## src/rtl/cordic_pkg.sv

```systemverilog
// Shared constants for the CORDIC sin/cos unit: atan and gain tables, FSM states,
// IEEE-754 single-precision field layout.
package cordic_pkg;

    localparam int FP_BIAS  = 127;
    localparam int FP_EXP_W = 8;
    localparam int FP_MAN_W = 23;

    // Largest single-precision magnitude strictly below pi/2 (0x3FC90FDB rounds above it).
    localparam logic [30:0] HALF_PI_ABS_MAX = 31'h3FC9_0FDA;

    typedef enum logic [1:0] {
        ST_IDLE,
        ST_LOAD,
        ST_ROTATE,
        ST_PACK
    } state_t;

    // atan(2^-i) in Q2.30, truncated.
    function automatic logic [31:0] atan_q30(input logic [4:0] i);
        logic [31:0] r;
        case (i)
            5'd0:    r = 32'h3243_F6A8;
            5'd1:    r = 32'h1DAC_6705;
            5'd2:    r = 32'h0FAD_BAFC;
            5'd3:    r = 32'h07F5_6EA6;
            5'd4:    r = 32'h03FE_AB76;
            5'd5:    r = 32'h01FF_D55B;
            5'd6:    r = 32'h00FF_FAAA;
            5'd7:    r = 32'h007F_FF55;
            5'd8:    r = 32'h003F_FFEA;
            5'd9:    r = 32'h001F_FFFD;
            5'd10:   r = 32'h000F_FFFF;
            5'd31:   r = 32'h0000_0000;
            // beyond i=10 atan(2^-i) sits just under 2^-i, so truncation gives 2^(30-i)-1
            default: r = (32'd1 << (5'd30 - i)) - 32'd1;
        endcase
        return r;
    endfunction

    // Aggregate gain K(n) = prod_{i<n} 1/sqrt(1+2^-2i) in Q2.30, truncated.
    function automatic logic [31:0] k_q30(input int n);
        logic [31:0] r;
        case (n)
            8:       r = 32'd652039506;
            9:       r = 32'd652034532;
            10:      r = 32'd652033288;
            11:      r = 32'd652032977;
            12:      r = 32'd652032899;
            13:      r = 32'd652032880;
            14:      r = 32'd652032875;
            default: r = 32'd652032874;
        endcase
        return r;
    endfunction

endpackage

```

## src/rtl/cordic_sincos_if.sv

```systemverilog
// Start/done custom-instruction handshake and result bus of the CORDIC unit.
interface cordic_sincos_if;
    logic        start;
    logic [31:0] angle;
    logic        done;
    logic        busy;
    logic        range_err;
    logic [31:0] result_cos;
    logic [31:0] result_sin;

    modport master (
        output start, angle,
        input  done, busy, range_err, result_cos, result_sin
    );

    modport slave (
        input  start, angle,
        output done, busy, range_err, result_cos, result_sin
    );
endinterface

```

## src/rtl/cordic_stage.sv

```systemverilog
// One combinational CORDIC micro-rotation in Q2.FRAC_W; shift index selects the step.
module cordic_stage
    import cordic_pkg::*;
#(
    parameter int FRAC_W = 30
) (
    input  logic signed [FRAC_W+2:0] x_i,
    input  logic signed [FRAC_W+2:0] y_i,
    input  logic signed [FRAC_W+2:0] z_i,
    input  logic        [4:0]        idx_i,
    output logic signed [FRAC_W+2:0] x_o,
    output logic signed [FRAC_W+2:0] y_o,
    output logic signed [FRAC_W+2:0] z_o
);
    localparam int W = FRAC_W + 3;

    logic signed [W-1:0] x_sh;
    logic signed [W-1:0] y_sh;
    logic signed [W-1:0] atan_fx;

    assign x_sh    = x_i >>> idx_i;
    assign y_sh    = y_i >>> idx_i;
    assign atan_fx = $signed(W'(atan_q30(idx_i) >> (30 - FRAC_W)));

    always_comb begin
        if (!z_i[W-1]) begin
            x_o = x_i - y_sh;
            y_o = y_i + x_sh;
            z_o = z_i - atan_fx;
        end else begin
            x_o = x_i + y_sh;
            y_o = y_i - x_sh;
            z_o = z_i + atan_fx;
        end
    end

endmodule

```

## src/rtl/cordic_sincos.sv

```systemverilog
// Iterative CORDIC sin/cos of a single-precision angle; result_sin is only built
// when CORDIC_SIN_EN is defined, otherwise it reads 0.
//   state     | meaning
//   ST_IDLE   | waiting for start, angle captured on accept
//   ST_LOAD   | float->fixed, range check, x/y/counter init
//   ST_ROTATE | IPC micro-rotations per enabled edge
//   ST_PACK   | fixed->float, results registered, done pulsed
module cordic_sincos
    import cordic_pkg::*;
#(
    parameter int FRAC_W = 30,
    parameter int ITERS  = 16,
    parameter int IPC    = 2
) (
    input  logic           clk,
    input  logic           reset,
    input  logic           clk_en,
    cordic_sincos_if.slave bus
);
    localparam int W = FRAC_W + 3;
    localparam logic signed [W-1:0] K_INIT = $signed(W'(k_q30(ITERS) >> (30 - FRAC_W)));
    localparam logic [4:0] STEP = 5'(IPC);
    localparam logic [4:0] LAST = 5'(ITERS);

    function automatic logic signed [W-1:0] fp_to_fx(input logic [31:0] f);
        logic [7:0]          e;
        logic [FRAC_W+23:0]  wide;
        logic [W-1:0]        mag;
        e = f[FP_MAN_W +: FP_EXP_W];
        if (e == 8'd0 || int'(e) > FP_BIAS + FP_MAN_W) return '0;
        wide = {1'b1, f[FP_MAN_W-1:0], {FRAC_W{1'b0}}} >> (FP_BIAS + FP_MAN_W - int'(e));
        mag  = wide[W-1:0];
        return f[31] ? -$signed(mag) : $signed(mag);
    endfunction

    function automatic logic [31:0] fx_to_fp(input logic signed [W-1:0] v);
        logic [W-1:0]  mag;
        logic [W+23:0] ext;
        int            msb;
        mag = v[W-1] ? $unsigned(-v) : $unsigned(v);
        if (mag == '0) return 32'h0;
        msb = 0;
        for (int b = 0; b < W; b++) begin
            if (mag[b]) msb = b;
        end
        ext = {mag, 24'd0} << (W - 1 - msb);
        return {v[W-1], 8'(FP_BIAS - FRAC_W + msb), ext[W+22 -: FP_MAN_W]};
    endfunction

    state_t              state_q, state_d;
    logic [31:0]         angle_q, angle_d;
    logic signed [W-1:0] x_q, x_d;
    logic signed [W-1:0] y_q, y_d;
    logic signed [W-1:0] z_q, z_d;
    logic [4:0]          cnt_q, cnt_d;
    logic                err_q, err_d;
    logic                done_q, done_d;
    logic                busy_q, busy_d;
    logic                range_err_q, range_err_d;
    logic [31:0]         cos_q, cos_d;
`ifdef CORDIC_SIN_EN
    logic [31:0]         sin_q, sin_d;
`endif

    logic signed [W-1:0] z_load;
    logic                load_err;
    logic signed [W-1:0] x_c [IPC+1];
    logic signed [W-1:0] y_c [IPC+1];
    logic signed [W-1:0] z_c [IPC+1];

    assign z_load   = fp_to_fx(angle_q);
    assign load_err = angle_q[30:0] > HALF_PI_ABS_MAX;

    assign x_c[0] = x_q;
    assign y_c[0] = y_q;
    assign z_c[0] = z_q;

    for (genvar k = 0; k < IPC; k++) begin : g_stage
        cordic_stage #(.FRAC_W(FRAC_W)) u_stage (
            .x_i   (x_c[k]),
            .y_i   (y_c[k]),
            .z_i   (z_c[k]),
            .idx_i (cnt_q + 5'(k)),
            .x_o   (x_c[k+1]),
            .y_o   (y_c[k+1]),
            .z_o   (z_c[k+1])
        );
    end

    always_comb begin
        state_d     = state_q;
        angle_d     = angle_q;
        x_d         = x_q;
        y_d         = y_q;
        z_d         = z_q;
        cnt_d       = cnt_q;
        err_d       = err_q;
        done_d      = 1'b0;
        busy_d      = busy_q;
        range_err_d = range_err_q;
        cos_d       = cos_q;
`ifdef CORDIC_SIN_EN
        sin_d       = sin_q;
`endif
        case (state_q)
            ST_IDLE: begin
                if (bus.start) begin
                    angle_d = bus.angle;
                    busy_d  = 1'b1;
                    state_d = ST_LOAD;
                end
            end
            ST_LOAD: begin
                z_d     = z_load;
                err_d   = load_err;
                x_d     = K_INIT;
                y_d     = '0;
                cnt_d   = '0;
                state_d = ST_ROTATE;
            end
            ST_ROTATE: begin
                x_d   = x_c[IPC];
                y_d   = y_c[IPC];
                z_d   = z_c[IPC];
                cnt_d = cnt_q + STEP;
                if (cnt_d == LAST) state_d = ST_PACK;
            end
            ST_PACK: begin
                done_d      = 1'b1;
                busy_d      = 1'b0;
                range_err_d = err_q;
                cos_d       = err_q ? 32'h0 : fx_to_fp(x_q);
`ifdef CORDIC_SIN_EN
                sin_d       = err_q ? 32'h0 : fx_to_fp(y_q);
`endif
                state_d     = ST_IDLE;
            end
            default: state_d = ST_IDLE;
        endcase
    end

    always_ff @(posedge clk) begin
        if (reset) begin
            state_q     <= ST_IDLE;
            angle_q     <= '0;
            x_q         <= '0;
            y_q         <= '0;
            z_q         <= '0;
            cnt_q       <= '0;
            err_q       <= 1'b0;
            done_q      <= 1'b0;
            busy_q      <= 1'b0;
            range_err_q <= 1'b0;
            cos_q       <= '0;
`ifdef CORDIC_SIN_EN
            sin_q       <= '0;
`endif
        end else if (clk_en) begin
            state_q     <= state_d;
            angle_q     <= angle_d;
            x_q         <= x_d;
            y_q         <= y_d;
            z_q         <= z_d;
            cnt_q       <= cnt_d;
            err_q       <= err_d;
            done_q      <= done_d;
            busy_q      <= busy_d;
            range_err_q <= range_err_d;
            cos_q       <= cos_d;
`ifdef CORDIC_SIN_EN
            sin_q       <= sin_d;
`endif
        end
    end

    assign bus.done       = done_q;
    assign bus.busy       = busy_q;
    assign bus.range_err  = range_err_q;
    assign bus.result_cos = cos_q;
`ifdef CORDIC_SIN_EN
    assign bus.result_sin = sin_q;
`else
    assign bus.result_sin = 32'h0;
`endif

endmodule
```

## src/flat_wrapper.sv

```systemverilog
// flat-port wrapper written by rule: the top's interface ports become plain ports
module cordic_sincos_flat import cordic_pkg::*;
#(
    parameter int FRAC_W = 30,
    parameter int ITERS  = 16,
    parameter int IPC    = 2
)
  (clk, reset, clk_en, bus_start, bus_angle, bus_done, bus_busy, bus_range_err, bus_result_cos, bus_result_sin);
  cordic_sincos_if bus_i ();
  input  logic clk;
  input  logic reset;
  input  logic clk_en;
  input wire logic [$bits(bus_i.start)-1:0] bus_start;
  input wire logic [$bits(bus_i.angle)-1:0] bus_angle;
  output wire logic [$bits(bus_i.done)-1:0] bus_done;
  output wire logic [$bits(bus_i.busy)-1:0] bus_busy;
  output wire logic [$bits(bus_i.range_err)-1:0] bus_range_err;
  output wire logic [$bits(bus_i.result_cos)-1:0] bus_result_cos;
  output wire logic [$bits(bus_i.result_sin)-1:0] bus_result_sin;
  assign bus_i.start = bus_start;
  assign bus_i.angle = bus_angle;
  assign bus_done = bus_i.done;
  assign bus_busy = bus_i.busy;
  assign bus_range_err = bus_i.range_err;
  assign bus_result_cos = bus_i.result_cos;
  assign bus_result_sin = bus_i.result_sin;
  cordic_sincos #(.FRAC_W(FRAC_W), .ITERS(ITERS), .IPC(IPC)) u_core (.clk(clk), .reset(reset), .clk_en(clk_en), .bus(bus_i));
endmodule
```

## config.mk

```make
export PLATFORM = sky130hd
export DESIGN_NAME = cordic_sincos_flat
export DESIGN_NICKNAME = d
export VERILOG_FILES = /design/src/rtl/cordic_pkg.sv /design/src/rtl/cordic_sincos_if.sv /design/src/rtl/cordic_stage.sv /design/src/rtl/cordic_sincos.sv /design/src/flat_wrapper.sv
export SDC_FILE = /design/constraint.sdc
export NUM_CORES = 2
export LEC_CHECK = 0
export ABC_AREA = 1
export CAP_MARGIN = 20
export CELL_PAD_IN_SITES_DETAIL_PLACEMENT = 1
export CELL_PAD_IN_SITES_GLOBAL_PLACEMENT = 1
export CORE_MARGIN = 4
export CORE_UTILIZATION = 40
export DETAILED_ROUTE_END_ITERATION = 6
export PLACE_DENSITY_LB_ADDON = 0.1
export SKIP_LAST_GASP = 1
export SYNTH_ARGS = -nofsm -noshare
export SYNTH_HDL_FRONTEND = slang
export SYNTH_SLANG_ARGS = --single-unit
```

## constraint.sdc

```tcl
create_clock -name clk -period 9.55 [get_ports clk]
set_clock_uncertainty 0.1 [all_clocks]
set_input_delay 1.4325 -clock clk [delete_from_list [all_inputs] [get_ports clk]]
set_output_delay 1.4325 -clock clk [all_outputs]
set_load 0.1 [all_outputs]
```

Word-level counts from Yosys, hierarchy flattened
Cells that the tools add are included.

storage, ports and cells
  word-level logic and storage cells = 148
  memories = 0
  bits of input ports = 36
  RAM bits = 0
  bits in latches = 0
  memory bits (read-only) = 0
  output and inout bits = 67
  register bits = 174

operators by class
  $add $sub $neg = 23
  multiply operators = 0
  multiplexer cells = 62
  $lt $le $gt $ge = 2
  reduce and logical (&&, ||, !) cells = 14
  divide/modulo/power cells = 0
  bitwise operators = 0
  shift operators = 8
  equal/unequal tests = 28

operator list
  operator                                               number
  one-hot mux 32 bit (12 select lines)                   2
  two-way mux 33 bit                                     10
  adder 33 bit                                           6
  one-hot mux 33 bit (2 select lines)                    3
  subtractor 33 bit                                      6
  two-way mux 32 bit                                     5
  >>> shifter 33 x 5 -> 33 bit                           4
  two-way mux 5 bit                                      16
  negation 33 bit                                        2
  << shifter 1 x 5 -> 32 bit (first input constant)      2
  subtractor 32 x 1 -> 32 bit (second input constant)    2
  << shifter 57 x 32 -> 56 bit                           1
  >> shifter 54 x 32 -> 33 bit                           1
  equality test 5 x 3 -> 1 bit (second input constant)   8
  zero test 33 bit                                       1
  two-way mux 4 bit                                      8
  subtractor 7 x 32 -> 32 bit (first input constant)     1
  > comparator 31 x 30 -> 1 bit (second input constant)  1
  equality test 5 x 4 -> 1 bit (second input constant)   6
  equality test 5 x 2 -> 1 bit (second input constant)   4
  equality test 5 bit (second input constant)            3
  two-way mux 3 bit                                      4
  equality test 5 x 1 -> 1 bit (second input constant)   2
  zero test 5 bit                                        2
  other kinds (22)                                       37

Depth between registers and ports, before layout
  depth after elaboration = 40
  mapped depth = 74
  gate-level depth less buffers = 72

By module
A second synthesis with hierarchy kept.

unflattened totals
  cells, all modules = 6912
  area total of the unflattened synthesis = 37408.4 sq um

by module, submodules not included
  module                                     cells an instance  area an instance (sq um)  sequential area each (sq um)  instances
  cordic_sincos                              2171               13146.4                   3463.3                        1
  cordic_stage at u_core.g_stage[0].u_stage  2423               12250.5                   0.0                           1
  cordic_stage at u_core.g_stage[1].u_stage  2318               12011.5                   0.0                           1

Worst setup path after synthesis
Ideal clock, no wire load.

  path kind = register to register
  from = register u_core.cnt_q[1]
  to = register u_core.x_q[31]
  cell stages (with the launch flop) = 66
  required time = 9335 ps
  path slack = -663 ps
  clock period less this slack = 10213 ps
  data arrival time = 9998 ps
  library setup time = 115 ps
  path buffers = 7
  cells stage by stage = dfxtp_1 -> buf_6 -> inv_4 -> buf_6 -> clkbuf_1 -> buf_1 -> buf_1 -> ha_1 -> inv_1 -> nor2_1 -> nor2_1 -> nand2_1 -> nand3_1 -> nand2_1 -> nand2_1 -> o41ai_1 -> clkbuf_1 -> xor2_1 -> [... 30 more ...] -> o21ai_0 -> inv_1 -> o21ai_0 -> nand3_1 -> nand2_1 -> inv_1 -> o21ai_0 -> nand3_1 -> nand2_1 -> inv_1 -> o21ai_0 -> and3_1 -> nor2_1 -> o21ai_0 -> a31oi_1 -> o21ai_0 -> a21oi_1 -> o21a_1

on the way
  word-level cells in the longest chain between the ends = 8
  elaborated cells between the ends (all ways) = 33
  classes of those cells = add/sub: 11; eq/ne: 11; shift: 4; mux: 6; reduce/logical: 1

RTL lines
  element                                                               RTL line              RTL
  start, declared                                                       cordic_sincos.sv:55   logic [4:0] cnt_q, cnt_d;
  start signal, assigned                                                cordic_sincos.sv:164  cnt_q <= cnt_d;
  parallel branches: the longest is 6 deep, another holds adder 33 bit  -
  two-way mux 33 bit *                                                  cordic_stage.sv:26    if (!z_i[W-1]) begin
  one-hot mux 33 bit (2 select lines) *                                 cordic_sincos.sv:105  case (state_q)
  end signal, assigned                                                  cordic_sincos.sv:146  x_q <= '0;
  end signal, assigned                                                  cordic_sincos.sv:161  x_q <= x_d;
  end, declared                                                         cordic_sincos.sv:52   logic signed [W-1:0] x_q, x_d;

Every way passes the cells marked *.
A chain may end at the register's enable or synchronous reset.

Worst setup path after layout
Ends and elaborated chain as after synthesis.

==> run_results.csv <==
group,metric,value,unit
layout,drive_gt1_frac,0.292,
worst_setup_path,startpoint_type,"flop",
layout,regArea,3480,µm²
yosys,yosysTopAreaCellShare,0.172,
placed_design,dp_cells,7762,
routing,drt_iter0_markers,5054,
clock_tree,hold_buffers,0,
yosys,syn-mean-instance-area,5.64,µm²
worst_hold_path,min_delay_path_depth,2,
yosys,synth_edf_count,0,
global_routing,grt_max_degree,68,
sta,maxSlewViolCount,0,
yosys,seq_area_frac_synth,0.107,
yosys,async_reset_ff_frac,0,
routing,drc_errors,0,
global_routing,grt-ovfl-total,0,
yosys,synthesis.area,32200,µm²
yosys,synth_seq_cells,173,
clock_tree,cts_buffer_depth,2,
placed_design,place.port_buffers,70,
run_status,status,"finished, violations left",
sta,worst_slew_pin_slew,1400,ps
global_routing,antenna_found_initial,6,
routing,num_vias,48400,
worst_hold_path,hp-class,"flop to flop",
worst_setup_path,worst_ep_required_time,9880,ps
run_status,violations,"negative setup slack",
floorplanning,die_h,292,µm
worst_setup_path,critPathMaxStageDelay,1060,ps
routing,wl,206000,µm
sta,slew_headroom,0.0617,
worst_setup_path,cp_slowest_cell,"o21ai_1",
worst_setup_path,critPathArrivalTime,10980,ps
yosys,ys_types,81,
layout,syn_to_final_growth,45.2,%
clock_tree,clk_latency,550,ps
floorplanning,num_io_pins,103,
worst_setup_path,crit_type,"flop to flop",
clock_tree,path_clk_slew,90,ps
run,drv_cap,0,
sta,period_minus_slack,10650,ps
placed_design,place_congestion,1.03,
worst_setup_path,reg2reg_depth,67,
routing,ant_nets,0,
clock_tree,numCtsBuffers,17,
layout,final_cell_count_no_fill,7921,
yosys,ys_top_cells_by_area,"nand2_1, dfxtp_1, ha_1",
sta,hold_viol,0,
global_routing,grt_first_pass_wirelength,276000,µm
sta,period_share,1.11,
worst_setup_path,cpMostUsedCell,"nand2_1",
floorplanning,die-area,85200,µm²
floorplanning,fp.dieW,292,µm
floorplanning,rows,103,
sta,rsz0062_at_grt,"true",
clock_tree,cts.root.buffer_cell,"clkbuf_16",
clock_tree,cts_tree,"done",
global_routing,first_global_vias,46100,
placed_design,dp_hpwl,147000,µm
floorplanning,initial_utilization,0.406,
layout,multi_input_area,28000,µm²
yosys,synth_cells,5719,
global_routing,track_usage,0.411,
layout,fillCellCount,11000,
worst_setup_path,worst_setup_path_end_kind,"flop",
sta,setup_viol,30,
clock_tree,htreeDepth,4,
sta,fmax,93.9,MHz
yosys,synth_ff_type,"dfxtp_1",
sta,worst_hold_slack,368,ps
layout,nNetsFinal,7123,
routing,wl_per_cell,26.1,µm
yosys,yosysWarnings,0,
floorplanning,core-area,79400,µm²
worst_setup_path,crit_fanout,6,
routing,dr.pass1.iters,6,
routing,viasPerCell,6.11,
yosys,synth_area_leader_cell,"nand2_1",
clock_tree,cts_sinks,173,
sta,setup_slack,-1100,ps
## cell usage in the layout (no fill, tap or decap), drive strengths merged, types with 6 or more instances in the layout
cell,synthesis,layout
a211oi,6,6
a21o,7,7
nor2,479,479
a21boi,16,16
clkinv,6,12
ha,224,224
a31oi,68,68
nand2,1505,1505
dfxtp,173,173
o211ai,27,27
inv,661,669
o21bai,18,18
conb,2,34
clkdlybuf4s50,0,68
buf,145,1290
o2111ai,7,7
o22ai,26,26
mux2i,29,29
nand3b,21,21
o21ai,612,612
xor2,201,201
and2,6,6
xnor2,108,108
o221ai,16,16
a21oi,478,478
nand4,48,48
nand3,491,491
clkbuf,128,19
nor4,21,21
o31ai,10,10
fa,6,6
or2,44,44
a221oi,10,10
nor3,69,69
a22oi,6,6
o21a,23,23
## cells by family after synthesis
family / share of synthesized area
AO/OA/AOI/OAI: 0.231
XOR/XNOR: 0.0845
adder cells (fa/ha/maj): 0.0907
buffers and inverters: 0.120
flip-flops: 0.107
multiplexers: 0.00939
other: 0.000233
AND/OR/NAND/NOR: 0.357
## Yosys cell counts (all sizes together), types with 10 or more instances
cell type	n
dfxtp	173
o21a	23
nor4	21
a31oi	68
xor2	201
nand2	1505
o221ai	16
ha	224
nand4	48
a221oi	10
o211ai	27
xnor2	108
o31ai	10
nand3b	21
nand3	491
or2	44
o21ai	612
o22ai	26
clkbuf	128
a21boi	16
o21bai	18
a21oi	478
nor2	479
buf	145
inv	661
mux2i	29
nor3	69
## per-stage QoR
| step | setup TNS [ps] | setup slack [ps] | area [µm²] | utilization |
|---|---|---|---|---|
| 3_3_place_gp | -26770 | -1330 | 42000 | 0.529 |
| 3_5_place_dp | -40380 | -1690 | 42000 | 0.529 |
| 4_1_cts | -660 | -175 | 44400 | 0.559 |
| 2_1_floorplan | 0 | 30.5 | 32400 | - |
| 5_1_grt | -26800 | -1460 | 46800 | 0.590 |
| 6_report | -15190 | -1100 | 46800 | 0.590 |
## cell type report
cell class,count,share of cell area
inverters,667,0.0539
well taps,1050,0.0281
clock buffers,17,0.00909
diodes,1,0.0000535
flip-flops and latches,173,0.0743
multi-input cells,4638,0.599
clock inverters,15,0.00396
repair buffers,1360,0.232
## per-layer routing
| layer | share of wire | GRT usage |
|---|---|---|
| met5 | 0.00022 | 0 |
| met4 | 0.072 | 0.166 |
| met3 | 0.11 | 0.0833 |
| met2 | 0.43 | 0.651 |
| met1 | 0.39 | 0.546 |
## state kept, by name (all words and copies together), names as in the netlist
register / count
u_core.err_q: 1
u_core.bus.result_cos: 32
u_core.y_q: 33
u_core.state_q: 2
u_core.bus.busy: 1
u_core.x_q: 33
u_core.cnt_q: 4
u_core.bus.range_err: 1
u_core.z_q: 33
u_core.angle_q: 32
u_core.bus.done: 1
## repair_timing
action / CTS / global route
endpoints found under the setup margin: 50 / 46
cloned: 2 / 2
gates resized for setup: 352 / 455
pin swaps: 114 / 231
endpoints found under the hold margin: 0 / 0
setup buffers: 61 / 71
## critical path: cells and delay by family (launching register included)
| kind | cells | cell delay (ps) |
|---|---|---|
| AOI/OAI and AO/OA | 19 | 3460 |
| xor gates and xnor gates | 2 | 310 |
| adders and majority gates | 2 | 660 |
| buffers and inverters | 17 | 2190 |
| DFF | 1 | 380 |
| and+or+nand+nor | 27 | 3400 |
## path summary, 6_finish.rpt
kind / endpoint / start / slack (ps)
max: u_core.x_q[31] / u_core.cnt_q[1] / -1100
min: u_core.bus.result_cos[28] / u_core.bus.result_cos[28] / 370
max reg2reg: u_core.x_q[31] / u_core.cnt_q[1] / -1100
min reg2reg: u_core.bus.result_cos[28] / u_core.bus.result_cos[28] / 370
Power is not shown: default switching activity piles up to over one toggle a cycle in this logic, so the estimate is an artifact.
